`src/rtl/dmem_arbiter.sv`:
```
// Two-port round-robin arbiter with bounded locking in front of dmem and the UART MMIO window.
// Optional per-port grant and contention counters are compiled in with `define DMEM_ARB_PERF_EN.
module dmem_arbiter #(
   parameter int          MAX_LOCK       = 8,
   parameter logic [31:0] UART_TX_ADDR   = 32'hFFFF_FFFC,
   parameter logic [31:0] UART_STAT_ADDR = 32'hFFFF_FFF8
) (
   input  logic        clk,
   input  logic        rst,
   input  logic [1:0]  req,
   input  logic [1:0]  lock,
   input  logic [1:0]  wen,
   input  logic [31:0] addr0,
   input  logic [31:0] addr1,
   input  logic [31:0] wdata0,
   input  logic [31:0] wdata1,
   input  logic [2:0]  size0,
   input  logic [2:0]  size1,
   output logic [1:0]  gnt,
   output logic [1:0]  rvalid,
   output logic [31:0] rdata,
   output logic        mRen,
   output logic        mWen,
   output logic [31:0] mAddr,
   output logic [31:0] mWdata,
   output logic [2:0]  mSize,
   input  logic [31:0] mRdata,
   output logic        uartWen,
   output logic [7:0]  uartData,
   input  logic        uartFifoFull
);

   localparam int LCW = $clog2(MAX_LOCK + 1);

`ifdef DMEM_ARB_PERF_EN
   localparam logic [31:0] PERF_CORE_ADDR   = 32'hFFFF_FFF0;
   localparam logic [31:0] PERF_LOADER_ADDR = 32'hFFFF_FFF4;
   localparam logic [31:0] PERF_CONT_ADDR   = 32'hFFFF_FFEC;
`endif

   logic           rr_ptr;
   logic           owner_vld;
   logic           owner_idx;
   logic           owner_lock;
   logic [LCW-1:0] lock_cnt;

   logic           rd_pend;
   logic           rd_port;
   logic           rd_from_dmem;
   logic [31:0]    rd_mmio;

   logic [1:0]     tx_wr;
   logic [1:0]     elig;
   logic           hold;
   logic           any_gnt;
   logic           win;
   logic           sel;
   logic [31:0]    sel_addr;
   logic [31:0]    sel_wdata;
   logic           sel_wen;
   logic           hit_tx;
   logic           hit_stat;
   logic           hit_perf;
   logic           to_dmem;
   logic           rd_issue;
   logic [31:0]    mmio_val;

`ifdef DMEM_ARB_PERF_EN
   logic [31:0]    cnt_core;
   logic [31:0]    cnt_loader;
   logic [31:0]    cnt_cont;
   logic           clr_core;
   logic           clr_loader;
   logic           clr_cont;
`endif

   // A UART write stalled by a full FIFO simply drops out of arbitration; reset masks everything.
   always_comb begin
      tx_wr[0] = wen[0] && (addr0 == UART_TX_ADDR);
      tx_wr[1] = wen[1] && (addr1 == UART_TX_ADDR);
      elig     = req & ~(tx_wr & {2{uartFifoFull}}) & {2{rst}};
   end

   always_comb begin
      any_gnt = 1'b0;
      win     = rr_ptr;
      hold    = owner_vld && owner_lock && lock[owner_idx] && elig[owner_idx]
                && (lock_cnt < LCW'(MAX_LOCK));
      if (hold) begin
         any_gnt = 1'b1;
         win     = owner_idx;
      end else if (elig[rr_ptr]) begin
         any_gnt = 1'b1;
         win     = rr_ptr;
      end else if (elig[~rr_ptr]) begin
         any_gnt = 1'b1;
         win     = ~rr_ptr;
      end
      gnt = 2'b00;
      if (any_gnt) begin
         gnt = win ? 2'b10 : 2'b01;
      end
   end

   // With no grant the mux keeps pointing at the last winner so the bus does not toggle needlessly.
   always_comb begin
      sel       = any_gnt ? win : owner_idx;
      sel_addr  = sel ? addr1 : addr0;
      sel_wdata = sel ? wdata1 : wdata0;
      sel_wen   = wen[sel];
      mAddr     = sel_addr;
      mWdata    = sel_wdata;
      mSize     = sel ? size1 : size0;
      uartData  = sel_wdata[7:0];
   end

   always_comb begin
      hit_tx   = (sel_addr == UART_TX_ADDR);
      hit_stat = (sel_addr == UART_STAT_ADDR);
`ifdef DMEM_ARB_PERF_EN
      hit_perf = (sel_addr == PERF_CORE_ADDR) || (sel_addr == PERF_LOADER_ADDR)
                 || (sel_addr == PERF_CONT_ADDR);
`else
      hit_perf = 1'b0;
`endif
      to_dmem  = !(hit_tx || hit_stat || hit_perf);
      mRen     = any_gnt && !sel_wen && to_dmem;
      mWen     = any_gnt &&  sel_wen && to_dmem;
      uartWen  = any_gnt &&  sel_wen && hit_tx;
      rd_issue = any_gnt && !sel_wen;
   end

   // MMIO read data is captured in the grant cycle; UART TX reads and status writes return nothing useful.
   always_comb begin
      mmio_val = 32'h0;
      if (hit_stat) begin
         mmio_val = {31'b0, uartFifoFull};
      end
`ifdef DMEM_ARB_PERF_EN
      if (sel_addr == PERF_CORE_ADDR) begin
         mmio_val = cnt_core;
      end else if (sel_addr == PERF_LOADER_ADDR) begin
         mmio_val = cnt_loader;
      end else if (sel_addr == PERF_CONT_ADDR) begin
         mmio_val = cnt_cont;
      end
`endif
   end

   // Lock run length counts consecutive locked grants to the same port; hitting MAX_LOCK yields one arbitration.
   always_ff @(posedge clk or negedge rst) begin
      if (!rst) begin
         rr_ptr     <= 1'b0;
         owner_vld  <= 1'b0;
         owner_idx  <= 1'b0;
         owner_lock <= 1'b0;
         lock_cnt   <= '0;
      end else if (any_gnt) begin
         rr_ptr     <= ~win;
         owner_vld  <= 1'b1;
         owner_idx  <= win;
         owner_lock <= lock[win];
         if (owner_vld && (win == owner_idx) && owner_lock && lock[win]
             && (lock_cnt < LCW'(MAX_LOCK))) begin
            lock_cnt <= lock_cnt + 1'b1;
         end else begin
            lock_cnt <= LCW'(1);
         end
      end
   end

   always_ff @(posedge clk or negedge rst) begin
      if (!rst) begin
         rd_pend      <= 1'b0;
         rd_port      <= 1'b0;
         rd_from_dmem <= 1'b0;
         rd_mmio      <= 32'h0;
      end else begin
         rd_pend <= rd_issue;
         if (rd_issue) begin
            rd_port      <= win;
            rd_from_dmem <= to_dmem;
            rd_mmio      <= mmio_val;
         end
      end
   end

   always_comb begin
      rvalid = 2'b00;
      rdata  = 32'h0;
      if (rd_pend) begin
         rvalid = rd_port ? 2'b10 : 2'b01;
         rdata  = rd_from_dmem ? mRdata : rd_mmio;
      end
   end

`ifdef DMEM_ARB_PERF_EN
   always_comb begin
      clr_core   = any_gnt && sel_wen && (sel_addr == PERF_CORE_ADDR);
      clr_loader = any_gnt && sel_wen && (sel_addr == PERF_LOADER_ADDR);
      clr_cont   = any_gnt && sel_wen && (sel_addr == PERF_CONT_ADDR);
   end

   // A clearing write wins over an increment in the same cycle.
   always_ff @(posedge clk or negedge rst) begin
      if (!rst) begin
         cnt_core   <= 32'h0;
         cnt_loader <= 32'h0;
         cnt_cont   <= 32'h0;
      end else begin
         if (clr_core) begin
            cnt_core <= 32'h0;
         end else if (gnt[0]) begin
            cnt_core <= cnt_core + 32'd1;
         end
         if (clr_loader) begin
            cnt_loader <= 32'h0;
         end else if (gnt[1]) begin
            cnt_loader <= cnt_loader + 32'd1;
         end
         if (clr_cont) begin
            cnt_cont <= 32'h0;
         end else if ((req == 2'b11) && any_gnt) begin
            cnt_cont <= cnt_cont + 32'd1;
         end
      end
   end
`endif

endmodule

```
`config.mk`:
```
export PLATFORM = sky130hd
export DESIGN_NAME = dmem_arbiter
export DESIGN_NICKNAME = d
export VERILOG_FILES = /design/src/rtl/dmem_arbiter.sv
export SDC_FILE = /design/constraint.sdc
export NUM_CORES = 1
export LEC_CHECK = 0
export ABC_AREA = 1
export CAP_MARGIN = 20
export CORE_AREA = 2 2 114 116
export DETAILED_ROUTE_END_ITERATION = 8
export DIE_AREA = 0 0 116 118
export GPL_TIMING_DRIVEN = 1
export PLACE_DENSITY = 0.65
export SYNTH_ARGS = -nofsm -noshare
export SYNTH_HDL_FRONTEND = slang
export SYNTH_SLANG_ARGS = --single-unit
export TNS_END_PERCENT = 30
```
`constraint.sdc`:
```
create_clock -name clk -period 4.1 [get_ports clk]
set_clock_uncertainty 0.2 [all_clocks]
set_input_delay 1.025 -clock clk [delete_from_list [all_inputs] [get_ports clk]]
set_output_delay 1.025 -clock clk [all_outputs]
set_load 0.01 [all_outputs]
```
After elaboration in Yosys (flattened, before gate mapping)
Cells that the tools add are included.
Widths: inputs -> output; s select.
{"block": "totals", "output_inout_bits": 114, "in_bits": 175, "elab_cells": 75, "reg_bits": 43}
{"block": "op_classes", "order_cmp": 6, "reduce_logical": 18, "addsub": 1, "muxes": 30, "n_eq_ne": 5, "bitwise": 6}
{"op": "$eq 32x32->1 const B", "n": 4}
{"op": "$mux 32", "n": 4}
{"op": "$mux 1", "n": 20}
{"op": "$logic_and 1x1->1", "n": 15}
{"op": "$lt 1x2->1 const B", "n": 5}
{"op": "$mux 2", "n": 4}
{"op": "$and 2x2->2", "n": 3}
{"op": "$add 4x1->4 const B", "n": 1}
{"op": "$lt 4x4->1 const B", "n": 1}
{"op": "$mux 4", "n": 1}
{"op": "$mux 3", "n": 1}
{"op": "$logic_not 1->1", "n": 2}
{"op": "$not 1->1", "n": 2}
{"op": "$not 2->2", "n": 1}
{"op": "$eq 1x1->1", "n": 1}
{"op": "$logic_or 1x1->1", "n": 1}

Logic depth before layout (Yosys ltp)
Gate-level depths: netlist of run 1.
{"block": "depth", "ltp_word": 17, "depth_mapped": 23, "ltp_nobuf": 23}

Worst setup path before layout of run 1
Ideal clock, no wire load.
{"block": "synth_path", "kind": "input to output", "startpoint": "input port addr0[25]", "endpoint": "output port uartWen", "slack_ns": 0.056, "path_buffers": 2, "cell_stages": 19, "arrival_time_ns": 2.819, "required_ns": 2.875, "path_cell_list": "nand2_1 > nor2_1 > nand2_1 > nor2_1 > nand3_1 > nand2_2 > nand2_2 > inv_2 > nand2_2 > buf_6 > buf_2 > nand3_1 > nand2_1 > nand2_1 > nor2_1 > nand2_1 > nor2_2 > nand2_2 > nor2_1"}
{"block": "synth_via", "elab_cells_between_ends": 27, "cone_classes": "eq/ne: 2; mux: 16; bitwise: 4; reduce/logical: 5"}
{"element": "start, declared", "line_no": "13", "text": "input logic [31:0] addr0,"}
{"element": "$eq 32x32->1", "line_no": "79", "text": "tx_wr[0] = wen[0] && (addr0 == UART_TX_ADDR);"}
{"element": "$logic_and 1x1->1", "line_no": "79"}
{"element": "$and 2x2->2", "line_no": "81", "text": "elig = req & ~(tx_wr & {2{uartFifoFull}}) & {2{rst}};"}
{"element": "$not 2->2", "line_no": "81"}
{"element": "$and 2x2->2 (2 in a row)", "line_no": "81"}
{"element": "$mux 1, on equally long branches (2 in a row)", "line_no": "95, 87"}
{"element": "$mux 1 / $logic_and 1x1->1 (equally long branches)", "line_no": "95, 87"}
{"element": "$mux 1 / $logic_and 1x1->1 (equally long branches)", "line_no": "92, 88"}
{"element": "$mux 1", "line_no": "89", "text": "if (hold) begin"}
{"element": "$mux 1"}
{"element": "$mux 32 *", "line_no": "108", "text": "sel_addr = sel ? addr1 : addr0;"}
{"element": "via mAddr[25]", "line_no": "24", "text": "output logic [31:0] mAddr,"}
{"element": "$eq 32x32->1 *", "line_no": "118", "text": "hit_tx = (sel_addr == UART_TX_ADDR);"}
{"element": "$logic_and 1x1->1 *", "line_no": "129", "text": "uartWen = any_gnt && sel_wen && hit_tx;"}
{"element": "end, declared", "line_no": "28", "text": "output logic uartWen,"}
The timed path passes the listed nets; every way through them passes the cells marked *. The select of a mux whose other input is x is not followed.

Worst setup path in the final report of run 1
{"block": "layout_path", "startpoint": "input port req[1]", "endpoint": "output port mRen"}
{"block": "layout_via", "elab_chain_len": 13, "elab_cells_between_ends": 27, "cone_classes": "eq/ne: 2; mux: 16; bitwise: 2; reduce/logical: 7"}
{"element": "start, declared", "line_no": "10", "text": "input logic [1:0] req,"}
{"element": "$and 2x2->2 * (2 in a row)", "line_no": "81"}
{"element": "$mux 1, on equally long branches (2 in a row)", "line_no": "95, 87"}
{"element": "$mux 1 / $logic_and 1x1->1 (equally long branches)", "line_no": "95, 87"}
{"element": "$mux 1 / $logic_and 1x1->1 (equally long branches)", "line_no": "92, 88"}
{"element": "$mux 1", "line_no": "89"}
{"element": "$mux 1"}
{"element": "$mux 32 / $mux 1 (equally long branches)", "line_no": "108, 110"}
{"element": "$eq 32x32->1, or another cell as far along", "line_no": "118"}
{"element": "$logic_or 1x1->1 / $logic_not 1->1 (equally long branches)", "line_no": "126, 127"}
{"element": "$logic_not 1->1 / $logic_and 1x1->1 (equally long branches)", "line_no": "126, 127"}
{"element": "$logic_and 1x1->1 *", "line_no": "127", "text": "mRen = any_gnt && !sel_wen && to_dmem;"}
{"element": "end, declared", "line_no": "22", "text": "output logic mRen,"}
Mark *: on every way between the ends. The rest lies on a longest branch, timed or not. The select of a mux whose other input is x is not followed.

==> impl_metrics.env, run 1 <==
export IMPL_outcome="finished with violations"
export IMPL_violations="negative setup slack"
export IMPL_critPathLaunch="req[1]"
export IMPL_avgSynthCellArea_um2=4.75
export IMPL_tightestPinTransition_ns=0.918
export IMPL_cts_path_max_buffers=2
export IMPL_vias=4432
export IMPL_cp_max_fo=10
export IMPL_drive_gt1_share_pct=44.9
export IMPL_grt_pass1_wl_um=21200
export IMPL_ir_drop_uv=159
export IMPL_ant_nets=0
export IMPL_root_buffer="clkbuf_16"
export IMPL_swShare_pct=42.1
export IMPL_r2r_start="lock_cnt[3]"
export IMPL_grt_max_degree=32
export IMPL_hold_viol_final=0
export IMPL_antenna_found_initial=0
export IMPL_fin_cells=1039
export IMPL_power_frac_comb_pct=84.5
export IMPL_synth_warnings=0
export IMPL_grt_overflow_total=0
export IMPL_clk_latency_ns=0.24
export IMPL_cts_tree="built"
export IMPL_place_inst=987
export IMPL_rows=41
export IMPL_syn2layout_area_growth_pct=189
export IMPL_die_w_um=116
export IMPL_p_sw_mw=0.926
export IMPL_postLayoutCoreUtil_pct=53.4
export IMPL_period_minus_slack_ns=4.58
export IMPL_crit_arrival_ns=3.36
export IMPL_synth_area_um2=2290
export IMPL_synthDistinctLibCells=24
export IMPL_hpwlAfterDp_um=11200
export IMPL_cap_violations=0
export IMPL_relSlewSlack_pct=38.6
export IMPL_synth_seq_cells=12
export IMPL_first_global_vias=4214
export IMPL_drtIter0Drc=168
export IMPL_track_usage_pct=19.3
export IMPL_achievable_frequency_mhz=218
export IMPL_setup_viol=45
export IMPL_p_total_mw=2.20
export IMPL_path_clk_slew_ns=0.04
export IMPL_nets=1045
export IMPL_finalWorstSetupSlack_ns=-0.484
export IMPL_boundaryPins=289
export IMPL_routed_wl_um=14800
export IMPL_worst_setup_path_type="in2out"
export IMPL_worst_setup_path_start_kind="input port"
export IMPL_hold_start="owner_vld"
export IMPL_coreArea_um2=12400
export IMPL_seqPwrFrac_pct=7.6
export IMPL_required_ns=2.87
export IMPL_clockPowerShare_pct=7.8
export IMPL_p_per_area_nw_per_um2=331
export IMPL_rsz0062_at_grt="yes"
export IMPL_die_y_um=118
export IMPL_dr_pass1_iters=4
export IMPL_syn_nets=659
export IMPL_cts_max_level=1
export IMPL_wl_per_cell_um=14.3
export IMPL_drc=0
export IMPL_yosysSeqAreaShare_pct=13.1
export IMPL_drv_slew=0
export IMPL_cts_buffers=3
export IMPL_antenna_cells=0
export IMPL_vias_per_cell=4.27
export IMPL_synth_cells=483
export IMPL_fin_crit_sh_pct=112
export IMPL_io_buffer_count=288
export IMPL_die_area_um2=13700
export IMPL_hold_class="reg2reg"
export IMPL_end_kind="output pin"
export IMPL_cts_sinks=12
export IMPL_ctsHoldBuffers=0
export IMPL_place_congestion=0.915
export IMPL_start_util_pct=18.5
export IMPL_leakagePower_nw=3.50
export IMPL_p_int_mw=1.27
[synth_stat cells]
master      n  area [um2]
clkbuf_1    6        22.5
nand4_1     5        31.3
nand2_4     2        22.5
o21ai_0     9        45.0
nand3_2     2        20.0
o21ai_2     1        8.76
nor2_1     64         240
nor3_1      1        5.00
ha_1        1        12.5
buf_1       2        7.51
a31oi_1     1        6.26
buf_4      12        90.1
dfrtp_1    12         300
nand2_1   256         961
o21a_1      1        7.51
buf_2       4        20.0
nand2_2     8        50.1
buf_6       4        45.0
nor2_2      2        12.5
nand3_1    33         165
inv_2       2        7.51
a21oi_1     2        10.0
inv_1      52         195
xor2_1      1        8.76
[repair_timing]
action,4_1_cts,5_1_grt
cloned,4,7
endpoints found under the setup margin,80,80
pin swaps,82,65
gates resized for setup,386,276
buffers inserted,26,16
[path summary, 6_finish.rpt]
kind / endpoint / slack [ns] / cells past startpoint
min reg2reg: owner_vld / 0.24 / 2
min: owner_vld / 0.24 / 2
max in group asynchronous: rd_from_dmem / 2.80 / 2
max: mRen / -0.48 / 20
max reg2reg: rd_from_dmem / 1.39 / 19
min in group asynchronous: owner_idx / 0.75 / 2
[sequential cells by signal, summed over array words and instances (netlist names)]
| name | count |
|---|---|
| lock_cnt | 4 |
| owner_idx | 1 |
| owner_lock | 1 |
| owner_vld | 1 |
| rd_from_dmem | 1 |
| rd_mmio | 1 |
| rd_pend | 1 |
| rd_port | 1 |
| rr_ptr | 1 |
[placed cells by master, fill, tap and decap left out, drive strengths merged, types with 2 or more instances in the layout]
master	netlist	layout
nand2	266	266
buf	22	238
clkdlybuf4s50	0	137
nor2	66	66
inv	54	54
nand3	35	35
clkbuf	6	15
dfrtp	12	12
clkdlybuf4s15	0	11
dlygate4sd2	0	10
o21ai	10	10
nand4	5	5
a21oi	2	2
[per-stage QoR]
step / hold WS [ns] / setup WS, ns / instance area, um2 / TNS (ns)
finish: 0.245 / -0.484 / 6640 / -5.64
global route: 0.304 / -0.687 / 6640 / -13.16
CTS: 0.251 / -0.464 / 6200 / -16.82
detailed placement: 0.240 / -1.30 / 5810 / -65.58
global placement: 0.236 / -1.32 / 5810 / -66.11
floorplan: 0.222 / 0.0560 / 2290 / 0
[per-layer routing]
metal  vias up  share of wire (%)  GRT usage (%)
li1       2210                  -              -
met1      1975                 37           22.2
met2       217                 52           36.0
met3        30                8.4           3.14
met4         0                2.3           5.58
met5         -                  0              0
[area by class of cell]
cell class                      instances  area [um2]
Sequential cell                        12         300
Fill cell                            1278        5780
Clock buffer                            3        75.1
Inverter                               54         208
Multi-Input combinational cell        389        2070
Tap cell                              172         215
Timing Repair Buffer                  409        3770
[cell families after synthesis]
group | share of synthesized area, %
and+or+nand+nor | 65.7
buffers and inverters | 16.9
xor gates and xnor gates | 0.382
DFF | 13.1
AOI/OAI and AO/OA | 3.38
adders and majority gates | 0.545
[power groups by stage]
stage | Combinational, mW | Clock, mW | Sequential (mW)
2_1_floorplan | 0.625 | 0 | 0.161
3_3_place_gp | 1.52 | 0 | 0.167
3_5_place_dp | 1.51 | 0 | 0.167
4_1_cts | 1.69 | 0.175 | 0.167
5_1_grt | 2.00 | 0.181 | 0.172
6_report | 1.86 | 0.173 | 0.168
[worst max-delay path: stages]
cell and delay, ns:
clkdlybuf4s50_1 0.45, nand2_1 0.06, inv_2 0.09, nand2_4 0.07
buf_4 0.15, nand2_8 0.07, inv_4 0.04, nand2_4 0.09
buf_6 0.15, buf_6 0.15, nand3_1 0.09, nand2_1 0.09
nand2_1 0.05, nor2_1 0.10, nand2_1 0.10, nor2_4 0.20
nand2_4 0.11, nand3_4 0.10, inv_2 0.04, buf_6 0.11
No activity file was read; power rests on OpenSTA's default activity.
==> run 2: changes to the inputs <==
ABC_AREA = default   (was 1)
CORE_AREA = 2 2 112 114   (was 2 2 114 116)
DIE_AREA = 0 0 114 116   (was 0 0 116 118)
==> impl_metrics.env, run 2 <==
export IMPL_cts_tree="built"
export IMPL_final_common_cell="clkdlybuf4s50_1"
export IMPL_die_area_um2=13200
export IMPL_place_congestion=0.877
export IMPL_syn2layout_area_growth_pct=189
export IMPL_vias_per_cell=4.59
export IMPL_stdcell_area_um2=5940
export IMPL_cts_sinks=12
export IMPL_cts_max_level=1
export IMPL_routed_wl_um=13600
export IMPL_holdPathEnd="owner_vld"
export IMPL_cap_violations=0
export IMPL_synth_top_area_share_pct=19.5
export IMPL_hpwlAfterDp_um=10200
export IMPL_drive_gt1_share_pct=42.4
export IMPL_cp_slowest_cell="mux2_2"
export IMPL_syn_nets=483
export IMPL_drc=0
export IMPL_relSlewSlack_pct=49.9
export IMPL_synthDistinctLibCells=46
export IMPL_rsz0062_at_grt="yes"
export IMPL_die_w_um=114
export IMPL_synth_top_area_cell="nand2_1"
export IMPL_achievable_frequency_mhz=228
export IMPL_top_register="lock_cnt"
export IMPL_drtIter0Drc=102
export IMPL_synth_edf_count=0
export IMPL_vias=3626
export IMPL_worst_r2r_endpoint="rd_mmio[0]"
export IMPL_cts_buffers=3
export IMPL_dr_pass1_iters=5
export IMPL_required_ns=2.87
export IMPL_start_util_pct=17.3
export IMPL_fillers=1147
export IMPL_coreArea_um2=11900
export IMPL_synthTopCellsByArea="nand2_1 (20%), mux2_2 (19%), dfrtp_1 (15%)"
export IMPL_track_usage_pct=18.7
export IMPL_ir_drop_uv=91.3
export IMPL_synth_most_common_cell="nand2_1"
export IMPL_drv_slew=0
export IMPL_avgSynthCellArea_um2=6.71
export IMPL_place_area_um2=5300
export IMPL_p_per_area_nw_per_um2=246
export IMPL_synthArstFlopShare_pct=100
export IMPL_leakagePower_nw=2.91
export IMPL_worst_setup_path_type="in2out"
export IMPL_period_minus_slack_ns=4.38
export IMPL_wl_per_cell_um=17.2
export IMPL_tightestPinTransition_ns=0.752
export IMPL_synthFlopType="dfrtp_1"
export IMPL_violations="negative setup slack"
export IMPL_synth_seq_cells=12
export IMPL_multi_input_area_um2=1950
export IMPL_postLayoutCoreUtil_pct=49.9
export IMPL_cp_max_fo=5
export IMPL_fin_crit_sh_pct=107
export IMPL_io_buffer_count=288
export IMPL_max_stage_delay_ns=0.34
export IMPL_first_global_vias=3697
export IMPL_crit_path_cell_trace="buf_6 > nand4b_1 > nor4_4 > and4_4 > nor3_4 > a211oi_4 > buf_6 > buf_8 > buf_12 > mux2_2 > buf_6"
export IMPL_clk_latency_ns=0.24
export IMPL_finalWorstSetupSlack_ns=-0.283
export IMPL_largest_reg_flops=4
export IMPL_grt_pass1_wl_um=19600
export IMPL_grt_overflow_total=0
export IMPL_setup_viol=79
export IMPL_worst_setup_path_start_kind="input port"
export IMPL_end_kind="output pin"
export IMPL_critPathMostFrequentCell="buf_6"
export IMPL_crit_arrival_ns=3.16
export IMPL_ant_nets=0
export IMPL_boundaryPins=289
export IMPL_die_y_um=116
export IMPL_r2r_cells=12
export IMPL_final_cell_mix="clkdlybuf4s50_1 (140), nand2_1 (89), buf_6 (59)"
export IMPL_grt_max_degree=35
export IMPL_cts_path_max_buffers=2
export IMPL_antenna_found_initial=1
export IMPL_synth_common_cells="nand2_1 (107), mux2_2 (35), and3_1 (34)"
export IMPL_synth_area_um2=2060
export IMPL_synth_cells=307
export IMPL_root_buffer="clkbuf_16"
export IMPL_yosysSeqAreaShare_pct=14.6
export IMPL_hold_start="owner_vld"
export IMPL_hold_viol_final=0
export IMPL_nets=820
export IMPL_r2r_start="lock_cnt[3]"
export IMPL_holdPathStages=1
export IMPL_outcome="finished with violations"
export IMPL_r2r_setup_slack_ns=1.33
export IMPL_hold_class="reg2reg"
export IMPL_synth_warnings=0
export IMPL_rows=40
export IMPL_path_clk_slew_ns=0.04
export IMPL_regArea_um2=300
[run 2: cell count changes in the layout (fill, tap and decap cells not counted), sizes merged, moves of 34 or more]
cell   change
buf       -77
mux2      +37
and3      +34
inv       -51
nand2    -159
nor2      -52
[run 2: where the power goes]
| group | total (mW) | switching [mW] | internal [mW] |
|---|---|---|---|
| combinational | 1.11 | 0.450 | 0.663 |
| clock | 0.177 | 0.0502 | 0.127 |
| sequential | 0.172 | 0.0369 | 0.135 |
[run 2: worst max path at each step]
stage | from | end | slack, ns
CTS | addr1[0] | mWdata[11] | -0.29
floorplan | addr1[0] | uartData[0] | -0.002
detailed placement | addr1[0] | mWdata[25] | -1.12
finish | addr1[0] | mSize[1] | -0.28
global placement | addr0[16] | uartWen | -1.07
global route | addr0[30] | mRen | -0.36
[run 2: logic make-up (layout without fill, tap and decap cells)]
family          after synthesis  count (layout)  share of synthesized area (%)
fa+ha+maj                     1               1                          0.607
buf+inv                      30             365                           7.35
mux                          41              41                           22.4
flops                        12              12                           14.6
other cells                   0               1                              0
simple gates                199             199                           46.7
compound gates               24              24                           8.38
[run 2: stage by stage]
| step | cells | TNS [ns] | hold slack [ns] | setup WS [ns] | power (mW) |
|---|---|---|---|---|---|
| after floorplan | 307 | -0.0136 | 0.239 | -0.00170 | 0.529 |
| after global placement | 755 | -73.68 | 0.263 | -1.07 | 1.06 |
| after detailed placement | 755 | -77.07 | 0.268 | -1.12 | 1.08 |
| after CTS | 784 | -15.42 | 0.278 | -0.292 | 1.40 |
| after global routing | 790 | -21.58 | 0.305 | -0.361 | 1.55 |
| final | 790 | -15.71 | 0.276 | -0.283 | 1.46 |
[run 2: cell type report]
cell class | instances | share of cell area [%]
antenna | 1 | 0.0421
clock buffer | 3 | 1.26
inverter | 3 | 0.274
multi-input combinational | 265 | 32.9
sequential | 12 | 5.05
tap | 147 | 3.10
timing repair buffer | 359 | 57.4
[run 2: timing repair]
action | 4_1_cts | 5_1_grt
gates cloned | 5 | 3
pin swaps | 28 | 23
hold buffers | 0 | 0
endpoints found under the setup margin | 80 | 80
buffers inserted | 22 | 5
resized for setup | 566 | 90
[run 2: routing by layer]
layer  part of all wire [%]  vias to the layer above  global-route usage [%]  wire [um]
met5                      0                        -                       0          0
met3                    6.8                       15                    3.29        919
met1                     38                     1699                    21.9       5130
met4                    1.1                        0                    3.01        145
met2                     54                      171                    36.0       7380
li1                       -                     1741                       -          -
[run 2: worst max-delay path, delay by kind of cell]
kind / cells / cell delay [ns]
and+or+nand+nor: 4 / 0.88
muxes: 1 / 0.34
AOI/OAI and AO/OA: 1 / 0.26
buffers and inverters: 5 / 0.63
